$ cat src/rtl/cpu_fetch.sv
// Instruction fetch: byte-serial reads from program memory, assembles
// 1-3 byte instructions and hands them to the decoder via valid/ready.
module cpu_fetch #(
  parameter int unsigned          ADDR_W   = 11,
  parameter logic [ADDR_W-1:0]    RESET_PC = '0
) (
  input  logic              clk,
  input  logic              rst_n,
  input  logic              enable,
  output logic              mem_readwrite,
  output logic [ADDR_W-1:0] mem_addr,
  input  logic [7:0]        mem_rdata,
  input  logic              redirect_valid,
  input  logic [ADDR_W-1:0] redirect_addr,
  output logic              instr_valid,
  input  logic              instr_ready,
  output logic [7:0]        instr_opcode,
  output logic [15:0]       instr_operand,
  output logic [1:0]        instr_len,
  output logic [ADDR_W-1:0] instr_pc
);

  typedef enum logic [1:0] {
    IDLE,
    REQ,
    CAP,
    HOLD
  } state_e;

  state_e            state_q, state_d;
  logic [ADDR_W-1:0] pc_q, pc_d;
  logic [ADDR_W-1:0] ipc_q, ipc_d;
  logic [1:0]        idx_q, idx_d;
  logic [1:0]        len_q, len_d;
  logic [7:0]        op_q, op_d;
  logic [15:0]       opnd_q, opnd_d;
  logic              valid_q, valid_d;

  logic              fire;
  logic [1:0]        dec_len;
  logic [1:0]        cur_len;
  logic [1:0]        idx_inc;

  assign fire    = valid_q & instr_ready;
  assign idx_inc = idx_q + 2'd1;

  always_comb begin
    dec_len = 2'd3;
    unique case (1'b1)
      mem_rdata[7:6] == 2'b00: dec_len = 2'd1;
      mem_rdata[7:6] == 2'b01: dec_len = 2'd2;
      mem_rdata[7]:            dec_len = 2'd3;
      default:                 dec_len = 2'd3;
    endcase
  end

  // byte 0 determines the length of the instruction being assembled
  assign cur_len = (idx_q == 2'd0) ? dec_len : len_q;

  always_comb begin
    state_d = state_q;
    pc_d    = pc_q;
    ipc_d   = ipc_q;
    idx_d   = idx_q;
    len_d   = len_q;
    op_d    = op_q;
    opnd_d  = opnd_q;
    valid_d = valid_q;

    unique case (state_q)
      IDLE: begin
        if (enable) state_d = REQ;
      end
      REQ: begin
        state_d = CAP;
      end
      CAP: begin
        pc_d  = pc_q + ADDR_W'(1);
        idx_d = idx_inc;
        unique case (idx_q)
          2'd0: begin
            op_d  = mem_rdata;
            len_d = dec_len;
            ipc_d = pc_q;
          end
          2'd1:    opnd_d[7:0]  = mem_rdata;
          default: opnd_d[15:8] = mem_rdata;
        endcase
        if (idx_inc == cur_len) begin
          state_d = HOLD;
          valid_d = 1'b1;
        end else begin
          state_d = REQ;
        end
      end
      HOLD: begin
        if (fire) begin
          valid_d = 1'b0;
          idx_d   = 2'd0;
          opnd_d  = '0;
          state_d = enable ? REQ : IDLE;
        end
      end
      default: state_d = IDLE;
    endcase

    // redirect wins over everything, including a coincident fire
    if (redirect_valid) begin
      pc_d    = redirect_addr;
      idx_d   = 2'd0;
      valid_d = 1'b0;
      opnd_d  = '0;
      state_d = enable ? REQ : IDLE;
    end
  end

  always_ff @(posedge clk or negedge rst_n) begin
    if (!rst_n) begin
      state_q <= IDLE;
      pc_q    <= RESET_PC;
      ipc_q   <= '0;
      idx_q   <= 2'd0;
      len_q   <= 2'd0;
      op_q    <= 8'd0;
      opnd_q  <= 16'd0;
      valid_q <= 1'b0;
    end else begin
      state_q <= state_d;
      pc_q    <= pc_d;
      ipc_q   <= ipc_d;
      idx_q   <= idx_d;
      len_q   <= len_d;
      op_q    <= op_d;
      opnd_q  <= opnd_d;
      valid_q <= valid_d;
    end
  end

  assign mem_readwrite = 1'b1;
  assign mem_addr      = pc_q;
  assign instr_valid   = valid_q;
  assign instr_opcode  = op_q;
  assign instr_operand = opnd_q;
  assign instr_len     = len_q;
  assign instr_pc      = ipc_q;

endmodule
$ cat config.mk
export PLATFORM = sky130hd
export DESIGN_NAME = cpu_fetch
export DESIGN_NICKNAME = d
export VERILOG_FILES = /design/src/rtl/cpu_fetch.sv
export SDC_FILE = /design/constraint.sdc
export NUM_CORES = 1
export LEC_CHECK = 0
export BUFFER_PORTS_ARGS = -buffer_cell sky130_fd_sc_hd__buf_2
export CAP_MARGIN = 0
export CORE_MARGIN = 8
export CORE_UTILIZATION = 45
export DETAILED_ROUTE_END_ITERATION = 7
export PLACE_DENSITY = 0.72
export REMOVE_ABC_BUFFERS = 1
export SYNTH_ARGS = -nofsm -noshare
export SYNTH_HDL_FRONTEND = slang
export SYNTH_SLANG_ARGS = --single-unit
$ cat constraint.sdc
create_clock -name clk -period 2.2 [get_ports clk]
set_input_delay 0.33 -clock clk [delete_from_list [all_inputs] [get_ports clk]]
set_output_delay 0.33 -clock clk [all_outputs]
set_load 0.02 [all_outputs]
; ---- Word-level counts from Yosys, hierarchy flattened
; Index checks and enable logic that the tools add are counted.
[op_classes]
muxes = 22
add_sub_neg = 2
n_bitwise = 1
reduce_logical = 12
eq_ne = 11
[op_table]
columns = cell, count
row1 = 2-to-1 mux 16 bit, 2
row2 = case mux 16 bit (2 select lines), 1
row3 = 2-to-1 mux 11 bit, 2
row4 = 2-to-1 mux 8 bit, 2
row5 = 2-to-1 mux 2 bit, 7
row6 = inequality test 3 bit (second input constant), 4
row7 = adder 11 x 1 -> 11 bit (second input constant), 1
row8 = AND reduction 3 bit, 3
row9 = case mux 2 bit (2 select lines), 2
row10 = case mux 2 bit (4 select lines), 1
row11 = equality test 2 x 1 -> 1 bit (second input constant), 3
row12 = zero test 2 bit, 3
row13 = AND reduction 2 bit, 3
row14 = equality test 2 bit (second input constant), 2
row15 = 2-to-1 mux 1 bit, 4
row16 = inequality test 3 x 2 -> 1 bit (second input constant), 1
row17 = nonzero test 3 bit, 1
row18 = adder 2 x 1 -> 2 bit (second input constant), 1
row19 = equality test 2 bit, 1
row20 = case mux 1 bit (2 select lines), 1
row21 = nonzero test 2 bit, 1
row22 = OR reduction 2 bit, 1
row23 = bitwise AND 1 bit, 1
[word_totals]
input_bits = 24
word_cells = 57
output_inout_bits = 50
regBits = 53

; ---- Logic depth before layout (Yosys ltp)
; Gate-level depths: netlist of run 1.
[logic_depth]
ltp_word = 7
mapped_depth = 7
mapped_depth_nobuf = 6

; ---- Worst setup path after synthesis of run 1
; OpenSTA, ideal clock, no wires.
[synth_path]
kind = register -> register
startpoint = register idx_q[0]
endpoint = register opnd_q[10], in the netlist instr_operand[10]
stages_incl_launch_ff = 7
setup_ns = 0.125
t_arrival_ns = 1.714
period_less_slack_ns = 1.838
path_slack_ns = 0.362
path_cell_list = dfrtp_1 inv_1 ha_1 clkbuf_1 or2_2 a21oi_4 mux2_2
[synth_via]
elab_chain_len = 4
[synth_rtl]
columns = item, line
row1 = from (decl), 33  ; logic [1:0] idx_q, idx_d;
row2 = from (signal assigned), 131  ; idx_q <= idx_d;
row3 = equality test 2 x 1 -> 1 bit / zero test 2 bit (equally long branches), 80  ; unique case (idx_q)
row4 = OR reduction 2 bit (no line) *, n/a
row5 = inequality test 3 bit (no line) *, n/a
row6 = AND reduction 3 bit (no line) *, n/a
row7 = to (signal assigned), 134  ; opnd_q <= opnd_d;
row8 = to (decl), 36  ; logic [15:0] opnd_q, opnd_d;
; Mark *: on every way between the ends. The rest lies on a longest branch, timed or not.
; A chain may end at the register's enable or synchronous reset.

; ---- Worst setup path after layout of run 1
[layout_path]
startpoint = register idx_q[0]
endpoint = register opnd_q[14], in the netlist instr_operand[14]
; Same word-level chain as after synthesis.

==> results of run 1 <==
-- registers in the layout, indices dropped and copies added, names as in the netlist --
signal and cells:
instr_len 2, instr_pc 11, idx_q 2, instr_valid 1, state_q 2, mem_addr 11
instr_opcode 8, instr_operand 16
-- power groups by stage --
stage / Combinational (mW) / Clock (mW) / Sequential [mW]
after floorplan: 0.294 / 0 / 1.62
after global placement: 0.923 / 0 / 1.34
after detailed placement: 0.938 / 0 / 1.36
after CTS: 0.940 / 0.559 / 1.34
after global routing: 0.985 / 0.598 / 1.37
final: 0.921 / 0.540 / 1.33
-- stage by stage --
stage | cells | power, mW
final | 344 | 2.79
after global routing | 344 | 2.95
after CTS | 344 | 2.83
after detailed placement | 336 | 2.29
after global placement | 336 | 2.26
after floorplan | 189 | 1.91
-- final timing paths --
check                                            start                       endpoint  slack (ns)  depth (start not counted)
min                                              rst_n    instr_opcode[7]$_DFFE_PN0P_       0.006                          2
max                               idx_q[0]$_DFFE_PN0P_  instr_operand[14]$_DFFE_PN0P_        0.24                          5
max reg2reg                       idx_q[0]$_DFFE_PN0P_  instr_operand[14]$_DFFE_PN0P_        0.24                          5
max in group asynchronous                        rst_n    instr_opcode[2]$_DFFE_PN0P_        1.96                          2
min reg2reg                instr_opcode[6]$_DFFE_PN0P_    instr_opcode[6]$_DFFE_PN0P_        0.51                          1
min in group clk                      redirect_addr[5]        mem_addr[5]$_DFFE_PN0P_        0.22                          3
-- final cells by class --
type                    count  area, um2
clock inverters             2       15.0
clock buffers               6       72.6
flip-flops and latches     53       1330
repair buffers             77        410
multi-input cells         132       1010
inverters                   4       15.0
fillers                   481       2210
well taps                  70       87.6
-- layer usage --
| metal | vias to the layer above | share of wire (%) |
|---|---|---|
| li1 | 833 | - |
| met1 | 825 | 46 |
| met2 | 68 | 44 |
| met3 | 5 | 9.8 |
| met4 | 0 | 0.90 |
| met5 | - | 0 |
-- critical path, cell delays in order (launching register included) --
cell and delay (ns):
dfrtp_1 0.42, inv_1 0.08, ha_1 0.31, or2_2 0.36, a21oi_4 0.31, mux2_2 0.38
-- placed cells by master (no fill, tap or decap), types with 2 or more instances in the layout --
cell        netlist  final
buf_2             3     72
dfrtp_1          53     53
mux2_2           36     36
nand2_1          17     17
o21ai_0          16     16
and2_1            9      9
xor2_1            8      8
nand3_1           7      7
clkbuf_8          0      5
inv_1             4      4
nor2_1            4      4
buf_4             2      4
a21oi_1           3      3
nand4_1           3      3
ha_1              3      3
nor2b_1           2      2
a21oi_2           2      2
a31oi_1           2      2
and3_1            2      2
clkinvlp_4        0      2
-- cells by family after synthesis --
group,share of synthesized area [%]
AND/OR/NAND/NOR,12.0
AO/OA/AOI/OAI,7.65
adder cells (fa/ha/maj),1.56
other,0.156
multiplexers,17.3
flip-flops,55.2
XOR/XNOR,3.28
buffers and inverters,2.96
==> flow_metrics.py, run 1 <==
metrics = {
    "place": {
        "portBuffers": 72,
        "gp_congestion": 0.787,
        "dp_hpwl_mm": 4.01,
        "place_area_um2": 2850,
        "pre_cts_ws_ns": 0.234,
    },
    "run": {
        "drv_cap": 0,
    },
    "yosys": {
        "synthCells": 199,
        "ys_types": 38,
        "synth_area_leader_cell": "dfrtp_1",
        "synthFlopType": "dfrtp_1",
        "synth_top_area_share_pct": 55.2,
        "yosys-top-cells-count": "dfrtp_1, mux2_2, nand2_1",
        "synthArstFlopShare_pct": 100,
        "avgSynthCellArea_um2": 12.1,
        "synth_warnings": 0,
        "synthTopCellsByArea": "dfrtp_1, mux2_2, o21ai_0, xor2_1, nand2_1",
        "synth_edf_count": 0,
        "synth_seq_area_share_pct": 55.2,
        "ys_ff_latch": 53,
        "syn-cell-area_um2": 2400,
        "post-synth-top-count-cell": "dfrtp_1",
    },
    "die": {
        "pin_count": 74,
        "core_area_um2": 5140,
        "dieArea_um2": 7940,
        "rows": 26,
        "initial_core_util_pct": 46.8,
        "chipWidth_um": 89.1,
        "fp.dieH_um": 89.1,
    },
    "critical_path": {
        "critPathArrivalTime_ns": 2.16,
        "required_ns": 2.40,
        "endpoint_kind": "flip-flop",
        "crit_type": "flip-flop to flip-flop",
        "crit_fanout": 10,
        "cp-start-kind": "flip-flop",
    },
    "cts": {
        "clk_pin_slew_ns": 0.09,
        "post-cts-setup-buffers": 0,
        "clockBufferDepth": 2,
        "hold_buffers": 0,
        "cts_resized": 0,
        "cts_inserted_buffers": 5,
        "cts_root_buf": "clkbuf_8",
        "cts_num_sinks": 53,
        "h-tree-depth": 2,
        "cts_tree": "done",
        "clk_latency_ns": 0.30,
    },
    "power_and_ir_drop": {
        "pwr-share-seq_pct": 47.7,
        "p_leak_nw": 1.42,
        "power.density_nw_per_um2": 952,
        "power_switching_mw": 0.991,
        "swShare_pct": 35.5,
        "ir_drop_mv": 0.583,
        "p_clk_share_pct": 19.3,
        "combinationalPowerShare_pct": 33.0,
        "p_int_mw": 1.80,
    },
    "route": {
        "dr_total_vias": 1731,
        "firstDrtPassIters": 4,
        "wl_per_cell_um": 15.5,
        "vias_per_cell": 5.03,
        "routed_wl_mm": 5.32,
        "ant_nets": 0,
        "drt_iter0_markers": 60,
        "drt_drc_violations_left": 0,
    },
    "min_path": {
        "hold_path_class": "primary input to asynchronous set/reset pin",
    },
    "timing": {
        "finalWorstSetupSlack_ns": 0.236,
        "finalSetupViolations": 0,
        "fmax_mhz": 509,
        "drv_slew": 0,
        "finClkSkew_ns": 0.00541,
        "tns_ns": 0,
        "maxSlewHeadroom_pct": 60.1,
        "period_share_pct": 89.3,
        "post-route-min-period_ns": 1.96,
        "worst_pin_slew_ns": 0.598,
        "grt_setup_unrepaired": "false",
        "hold_viol": 0,
        "hold_slack_ns": 0.00625,
    },
    "layout": {
        "synthToLayoutAreaGrowth_pct": 22.0,
        "design_area_um2": 2930,
        "fin_nets": 300,
        "drive_gt1_share_pct": 46.4,
        "n_antenna_cell": 0,
        "finish.utilization_pct": 57.1,
    },
    "global_routing": {
        "grt_max_degree": 54,
        "grt_usage_pct": 13.8,
        "grtUsageMet2_pct": 21.1,
        "grt-busiest-layer": "met2",
        "grt_use_met1_pct": 18.1,
        "met3_usage_pct": 4.23,
        "grt_antenna_before_repair": 0,
        "grt_pass1_vias": 1826,
        "overflow": 0,
        "grt_pass1_wl_mm": 8.56,
    },
    "run_status": {
        "outcome": "finished, final reports clean",
    },
}
(Power assumes the default switching activity.)
==> inputs of run 2 (changes only) <==
- BUFFER_PORTS_ARGS: -buffer_cell sky130_fd_sc_hd__buf_2 -> unset
- DONT_BUFFER_PORTS: unset -> 1
- GPL_TIMING_DRIVEN: unset -> 0
- PLACE_DENSITY: 0.72 -> unset
- clock period: 2.2 -> 1.7 ns (I/O delays scaled with it)
==> run 2 against run 1 <==
  * Power up 31%
  * Non-clock buffer count down 72
  * Global-route usage is 0.40 points lower
  * Routed wire length fell by 5.2%
  * Sequential power is 62% higher
  * Combinational power down 45%
  * Sequential share of layout area grew 4.2 points
  * First-iteration DRC count down 22%
  * Worst hold slack improved by 0.038 ns
  * Clock skew decreased by 0.00086 ns
  * Worst setup slack lost 0.17 ns
  * Maximum frequency increased by 20%
==> flow_metrics.py, run 2 (synthesized netlist as in run 1, its figures left out) <==
metrics = {
    "critical_path": {
        "crit_type": "flip-flop to flip-flop",
        "crit_path_max_incr_delay_ns": 0.40,
        "critPathArrivalTime_ns": 1.83,
        "r2r-end": "instr_operand[8]$_DFFE_PN0P_",
        "slowest_stage": "dfrtp_1",
        "required_ns": 1.89,
        "crit_fanout": 8,
        "rrSetupSlack_ns": 0.06,
        "reg2reg_from": "idx_q[0]$_DFFE_PN0P_",
        "cp-start-kind": "flip-flop",
        "cp_cell_sequence": "inv_2 -> ha_4 -> or2_4 -> a21oi_4 -> buf_12 -> mux2_2",
        "r2r_cells": 6,
        "endpoint_kind": "flip-flop",
    },
    "place": {
        "place_area_um2": 2440,
        "portBuffers": 0,
        "dp_hpwl_mm": 3.70,
        "gp_congestion": 0.766,
    },
    "layout": {
        "final_cell_mix": "dfrtp_1, mux2_2, nand2_1",
        "drive_gt1_share_pct": 31.2,
        "synthToLayoutAreaGrowth_pct": 11.9,
        "final_common_cell": "dfrtp_1",
        "design_area_um2": 2690,
        "largest_register_ffs": 16,
        "n_fill_cell": 474,
        "fin_nets": 228,
        "n_antenna_cell": 0,
        "finish.utilization_pct": 52.3,
    },
    "min_path": {
        "hp-start": "redirect_valid",
        "min_path_cells": 1,
        "hold_path_class": "primary input to flip-flop",
        "whs_endpoint": "instr_valid$_DFFE_PN0P_",
    },
    "route": {
        "drt-met1-wl_mm": 1.96,
        "routed_wl_mm": 5.04,
        "ant_nets": 0,
        "top_layer_used": "met4",
        "drt_iter0_markers": 47,
        "wl_met2_mm": 2.44,
        "drt_drc_violations_left": 0,
        "vias_per_cell": 5.45,
        "firstDrtPassIters": 4,
        "wl_per_cell_um": 18.5,
        "dr_total_vias": 1482,
        "wl_met3_um": 589,
    },
    "timing": {
        "fmax_mhz": 610,
        "worst_pin_slew_ns": 0.705,
        "finClkSkew_ns": 0.00455,
        "maxSlewHeadroom_pct": 53.0,
        "period_share_pct": 96.4,
        "grt_setup_unrepaired": "true",
        "post-route-min-period_ns": 1.64,
        "drv_slew": 0,
        "hold_slack_ns": 0.0444,
        "hold_viol": 0,
        "finalSetupViolations": 0,
    },
    "cts": {
        "clockBufferDepth": 2,
        "cts_root_buf": "clkbuf_8",
        "clk_latency_ns": 0.30,
        "clk_pin_slew_ns": 0.10,
        "cts_inserted_buffers": 5,
        "h-tree-depth": 2,
        "cts_tree": "done",
        "cts_num_sinks": 53,
    },
    "global_routing": {
        "grt_max_degree": 54,
        "grt_pass1_wl_mm": 8.14,
        "grt_usage_pct": 13.4,
        "grt_antenna_before_repair": 0,
        "grt_pass1_vias": 1621,
        "overflow": 0,
    },
    "die": {
        "pin_count": 74,
        "fp.dieH_um": 89.1,
        "chipWidth_um": 89.1,
        "dieArea_um2": 7940,
        "core_area_um2": 5140,
        "initial_core_util_pct": 46.8,
        "rows": 26,
    },
    "power_and_ir_drop": {
        "p_leak_nw": 1.16,
        "power.density_nw_per_um2": 1360,
        "ir_drop_mv": 0.656,
        "combinationalPowerShare_pct": 13.8,
        "p_int_mw": 2.43,
        "p_clk_share_pct": 27.1,
        "swShare_pct": 33.3,
        "pwr-share-seq_pct": 59.1,
        "power_switching_mw": 1.22,
    },
    "run": {
        "drv_cap": 0,
    },
    "run_status": {
        "outcome": "finished, final reports clean",
    },
}
-- run 2: changes by cell type in the layout (fill, tap and decap cells not counted), sizes merged --
| cell | delta |
|---|---|
| buf | -73 |
| bufinv | +2 |
| clkbuf | -1 |
| clkinv | +1 |
| clkinvlp | -2 |
| dlygate4sd3 | +1 |
-- run 2: final cells by class --
class | count | area [um2] | area share [%]
flip-flops and latches | 53 | 1330 | 49.4
clock buffers | 5 | 68.8 | 2.56
well taps | 70 | 87.6 | 3.26
multi-input cells | 132 | 1050 | 39.0
clock inverters | 3 | 65.1 | 2.42
inverters | 4 | 15.0 | 0.558
repair buffers | 5 | 76.3 | 2.84
-- run 2: what timing repair did --
item                                    in CTS  in global routing
hold buffers                                 2                  0
endpoints found under the hold margin       53                  0
pin swaps                                    2                  3
buffers inserted                             3                  0
endpoints found under the setup margin      38                 19
gates resized for setup                      7                  8
-- run 2: critical path: cells and delay by family, from the launching register on --
kind,cells,cell delay (ns)
compound gates,1,0.17
fa+ha+maj,1,0.16
buf+inv,2,0.21
flops,1,0.40
mux,1,0.33
simple gates,1,0.25
-- run 2: worst max-delay path by stage --
| stage | from | endpoint | slack [ns] |
|---|---|---|---|
| finish | idx_q[0]$_DFFE_PN0P_ | instr_operand[8]$_DFFE_PN0P_ | 0.06 |
| global route | idx_q[0]$_DFFE_PN0P_ | instr_valid$_DFFE_PN0P_ | -0.01 |
| CTS | idx_q[0]$_DFFE_PN0P_ | instr_operand[8]$_DFFE_PN0P_ | 0.01 |
| detailed placement | state_q[1]$_DFFE_PN0P_ | instr_opcode[2]$_DFFE_PN0P_ | -0.62 |
| global placement | state_q[1]$_DFFE_PN0P_ | instr_pc[7]$_DFFE_PN0P_ | -0.56 |
| floorplan | state_q[1]$_DFFE_PN0P_ | instr_opcode[0]$_DFFE_PN0P_ | -0.1 |
-- run 2: power groups by stage --
stage               logic [mW]  clock network [mW]  registers (mW)
floorplan                0.380                   0            2.10
global placement         0.419                   0            2.18
detailed placement       0.443                   0            2.20
CTS                      0.510                1.02            2.17
global route             0.568                1.07            2.21
finish                   0.505               0.989            2.16
-- run 2: stage by stage --
stage / setup WS (ns) / TNS (ns) / power (mW) / instances
after floorplan: -0.0997 / -2.42 / 2.48 / 189
after global placement: -0.564 / -13.59 / 2.60 / 259
after CTS: 0.0120 / 0 / 3.70 / 272
after global routing: -0.0131 / -0.0190 / 3.84 / 272
final: 0.0613 / 0 / 3.65 / 272
after detailed placement: -0.622 / -15.36 / 2.64 / 259
-- run 2: per-layer routing --
layer	up-vias	track usage [%]
met5	-	0
met3	6	6.71
met4	0	4.08
met1	731	14.9
li1	691	-
met2	54	21.8
==> inputs of run 3 (changes only) <==
- ABC_AREA: unset -> 1
- CTS_CLUSTER_SIZE: unset -> 25
==> run 3 against run 2 <==
  * Critical path depth rose by 2
  * Clock skew is 0.0039 ns higher
  * Routed wire length increased by 22%
  * Area after synthesis rose by 4.2%
  * Critical path type unchanged
  * Largest cell class unchanged
  * Highest routed layer unchanged
==> flow_metrics.py, run 3 <==
metrics = {
    "run_status": {
        "outcome": "finished, final reports clean",
    },
    "die": {
        "core_area_um2": 5440,
        "chipWidth_um": 90.6,
        "fp.dieH_um": 90.6,
        "pin_count": 74,
        "dieArea_um2": 8210,
        "rows": 27,
        "initial_core_util_pct": 46.1,
    },
    "timing": {
        "hold_slack_ns": 0.0285,
        "worst_pin_slew_ns": 0.618,
        "period_share_pct": 91.7,
        "drv_slew": 0,
        "hold_viol": 0,
        "tns_ns": 0,
        "finalSetupViolations": 0,
        "maxSlewHeadroom_pct": 58.8,
        "post-route-min-period_ns": 1.56,
        "finClkSkew_ns": 0.00847,
        "grt_setup_unrepaired": "false",
        "fmax_mhz": 641,
    },
    "cts": {
        "clk_latency_ns": 0.30,
        "cts_num_sinks": 53,
        "h-tree-depth": 2,
        "cts_root_buf": "clkbuf_8",
        "clk_pin_slew_ns": 0.10,
        "cts_tree": "done",
        "clockBufferDepth": 2,
        "cts_inserted_buffers": 5,
    },
    "yosys": {
        "synth_top_area_share_pct": 52.9,
        "post-synth-top-count-cell": "nand2_1",
        "synth_seq_area_share_pct": 52.9,
        "synth_area_leader_cell": "dfrtp_1",
        "synth_edf_count": 0,
        "ys_ff_latch": 53,
        "synthArstFlopShare_pct": 100,
        "syn-cell-area_um2": 2510,
        "synthFlopType": "dfrtp_1",
        "synthCells": 304,
        "synthTopCellsByArea": "dfrtp_1, nand2_1, o21ai_0, inv_1, nand3_1",
        "avgSynthCellArea_um2": 8.24,
        "yosys-top-cells-count": "nand2_1, dfrtp_1, inv_1",
        "synth_warnings": 0,
        "ys_types": 31,
    },
    "global_routing": {
        "overflow": 0,
        "grt_pass1_vias": 1903,
        "grt_max_degree": 54,
        "grt_antenna_before_repair": 0,
        "grt_usage_pct": 15.1,
        "grt_pass1_wl_mm": 10.1,
    },
    "critical_path": {
        "crit_family": "flip-flops",
        "path_common_cell": "nor2_4",
        "worstPathBufferInverterCount": 3,
        "crit_path_max_incr_delay_ns": 0.45,
        "slowest_stage": "dfrtp_1",
        "r2r-end": "instr_operand[1]$_DFFE_PN0P_",
        "required_ns": 1.88,
        "critPathArrivalTime_ns": 1.74,
        "crit_fanout": 16,
        "reg2reg_from": "state_q[0]$_DFFE_PN0P_",
        "cp-start-kind": "flip-flop",
        "r2r_cells": 8,
        "endpoint_kind": "flip-flop",
        "crit_type": "flip-flop to flip-flop",
        "cp_cell_sequence": "nor2_4 -> inv_2 -> nor2_4 -> buf_4 -> a21oi_4 -> buf_12 -> nand2_1 -> o21ai_0",
        "rrSetupSlack_ns": 0.14,
    },
    "power_and_ir_drop": {
        "ir_drop_mv": 0.604,
        "power.density_nw_per_um2": 1490,
        "p_total_mw": 4.19,
        "p_leak_nw": 1.38,
    },
    "layout": {
        "final_cell_mix": "nand2_1, dfrtp_1, inv_1",
        "final_common_cell": "nand2_1",
        "n_fill_cell": 534,
        "largest_register_ffs": 16,
        "drive_gt1_share_pct": 10.6,
        "design_area_um2": 2810,
        "fin_nets": 336,
        "synthToLayoutAreaGrowth_pct": 12.0,
        "n_antenna_cell": 0,
    },
    "route": {
        "routed_wl_mm": 6.14,
        "vias_per_cell": 5.08,
        "drt_drc_violations_left": 0,
        "dr_total_vias": 1939,
        "wl_per_cell_um": 16.1,
        "firstDrtPassIters": 4,
        "ant_nets": 0,
        "drt_iter0_markers": 100,
    },
    "min_path": {
        "hp-start": "mem_rdata[6]",
        "whs_endpoint": "instr_len[0]$_DFFE_PN0P_",
        "min_path_cells": 1,
        "hold_path_class": "primary input to flip-flop",
    },
    "run": {
        "drv_cap": 0,
    },
    "place": {
        "gp_congestion": 0.797,
        "place_area_um2": 2560,
        "dp_hpwl_mm": 4.27,
        "portBuffers": 0,
    },
}
run 3: changes by cell type in the layout (fill, tap and decap cells not counted), moves of 3 or more:
cell,change
o21ai_0,+23
inv_1,+36
xor2_1,-4
and2_1,-9
nand3_1,+9
a21oi_1,-3
nand2_1,+79
nor2_1,+12
nor2_4,+3
mux2_2,-35
inv_2,+3
run 3: worst register-to-register path, stage by stage (launching register included):
cell     delay (ns)
dfrtp_1        0.45
nor2_4         0.18
inv_2          0.07
nor2_4         0.15
buf_4          0.20
a21oi_4        0.08
buf_12         0.18
nand2_1        0.05
o21ai_0        0.09
run 3: worst max path at each step:
stage	startpoint	endpoint	slack, ns	depth (start not counted)
floorplan	idx_q[0]$_DFFE_PN0P_	instr_pc[1]$_DFFE_PN0P_	-0.09	4
global placement	idx_q[0]$_DFFE_PN0P_	instr_pc[1]$_DFFE_PN0P_	-0.50	4
detailed placement	idx_q[0]$_DFFE_PN0P_	instr_pc[1]$_DFFE_PN0P_	-0.52	4
CTS	mem_addr[2]$_DFFE_PN0P_	mem_addr[9]$_DFFE_PN0P_	0.005	5
global route	state_q[1]$_DFFE_PN0P_	instr_operand[2]$_DFFE_PN0P_	0.002	8
finish	state_q[0]$_DFFE_PN0P_	instr_operand[1]$_DFFE_PN0P_	0.14	8
run 3: timing repair:
action,4_1_cts,5_1_grt
endpoints found under the hold margin,53,0
hold buffers,2,0
setup buffers,1,3
pin swaps,1,0
endpoints found under the setup margin,31,26
gates resized for setup,4,7
run 3: logic make-up after synthesis:
logic type | synth area share, %
compound gates | 13.0
xor+xnor | 1.75
fa+ha+maj | 1.50
buf+inv | 8.14
flops | 52.9
mux | 0.449
other cells | 0.150
simple gates | 22.1
run 3: metrics by stage:
stage,setup WS [ns],utilization (%),instances
floorplan,-0.0880,-,296
global placement,-0.500,47.1,368
detailed placement,-0.518,47.1,368
CTS,0.00477,50.2,379
global route,0.00175,51.6,382
finish,0.140,51.6,382
run 3: layout make-up:
type                       instances  area (um2)  share of cell area, %
sequential                        53        1330                   47.4
multi-input combinational        199        1010                   35.9
inverter                          44         168                   5.97
timing repair buffer               6        92.6                   3.30
tap                               72        90.1                   3.21
clock buffer                       7        86.3                   3.08
clock inverter                     1        30.0                   1.07
run 3: power by group:
part	internal (mW)	leakage [nW]	switching (mW)	total [mW]
registers	1.65	0.659	0.798	2.45
logic	0.327	0.666	0.513	0.840
clock network	0.481	0.0585	0.422	0.903
total	2.46	1.38	1.73	4.19
run 3: routing by layer:
layer,routed length [um],global-route usage [%]
met1,2790,19.0
met2,2850,23.8
met3,440,5.32
met4,68,4.30
met5,0,0
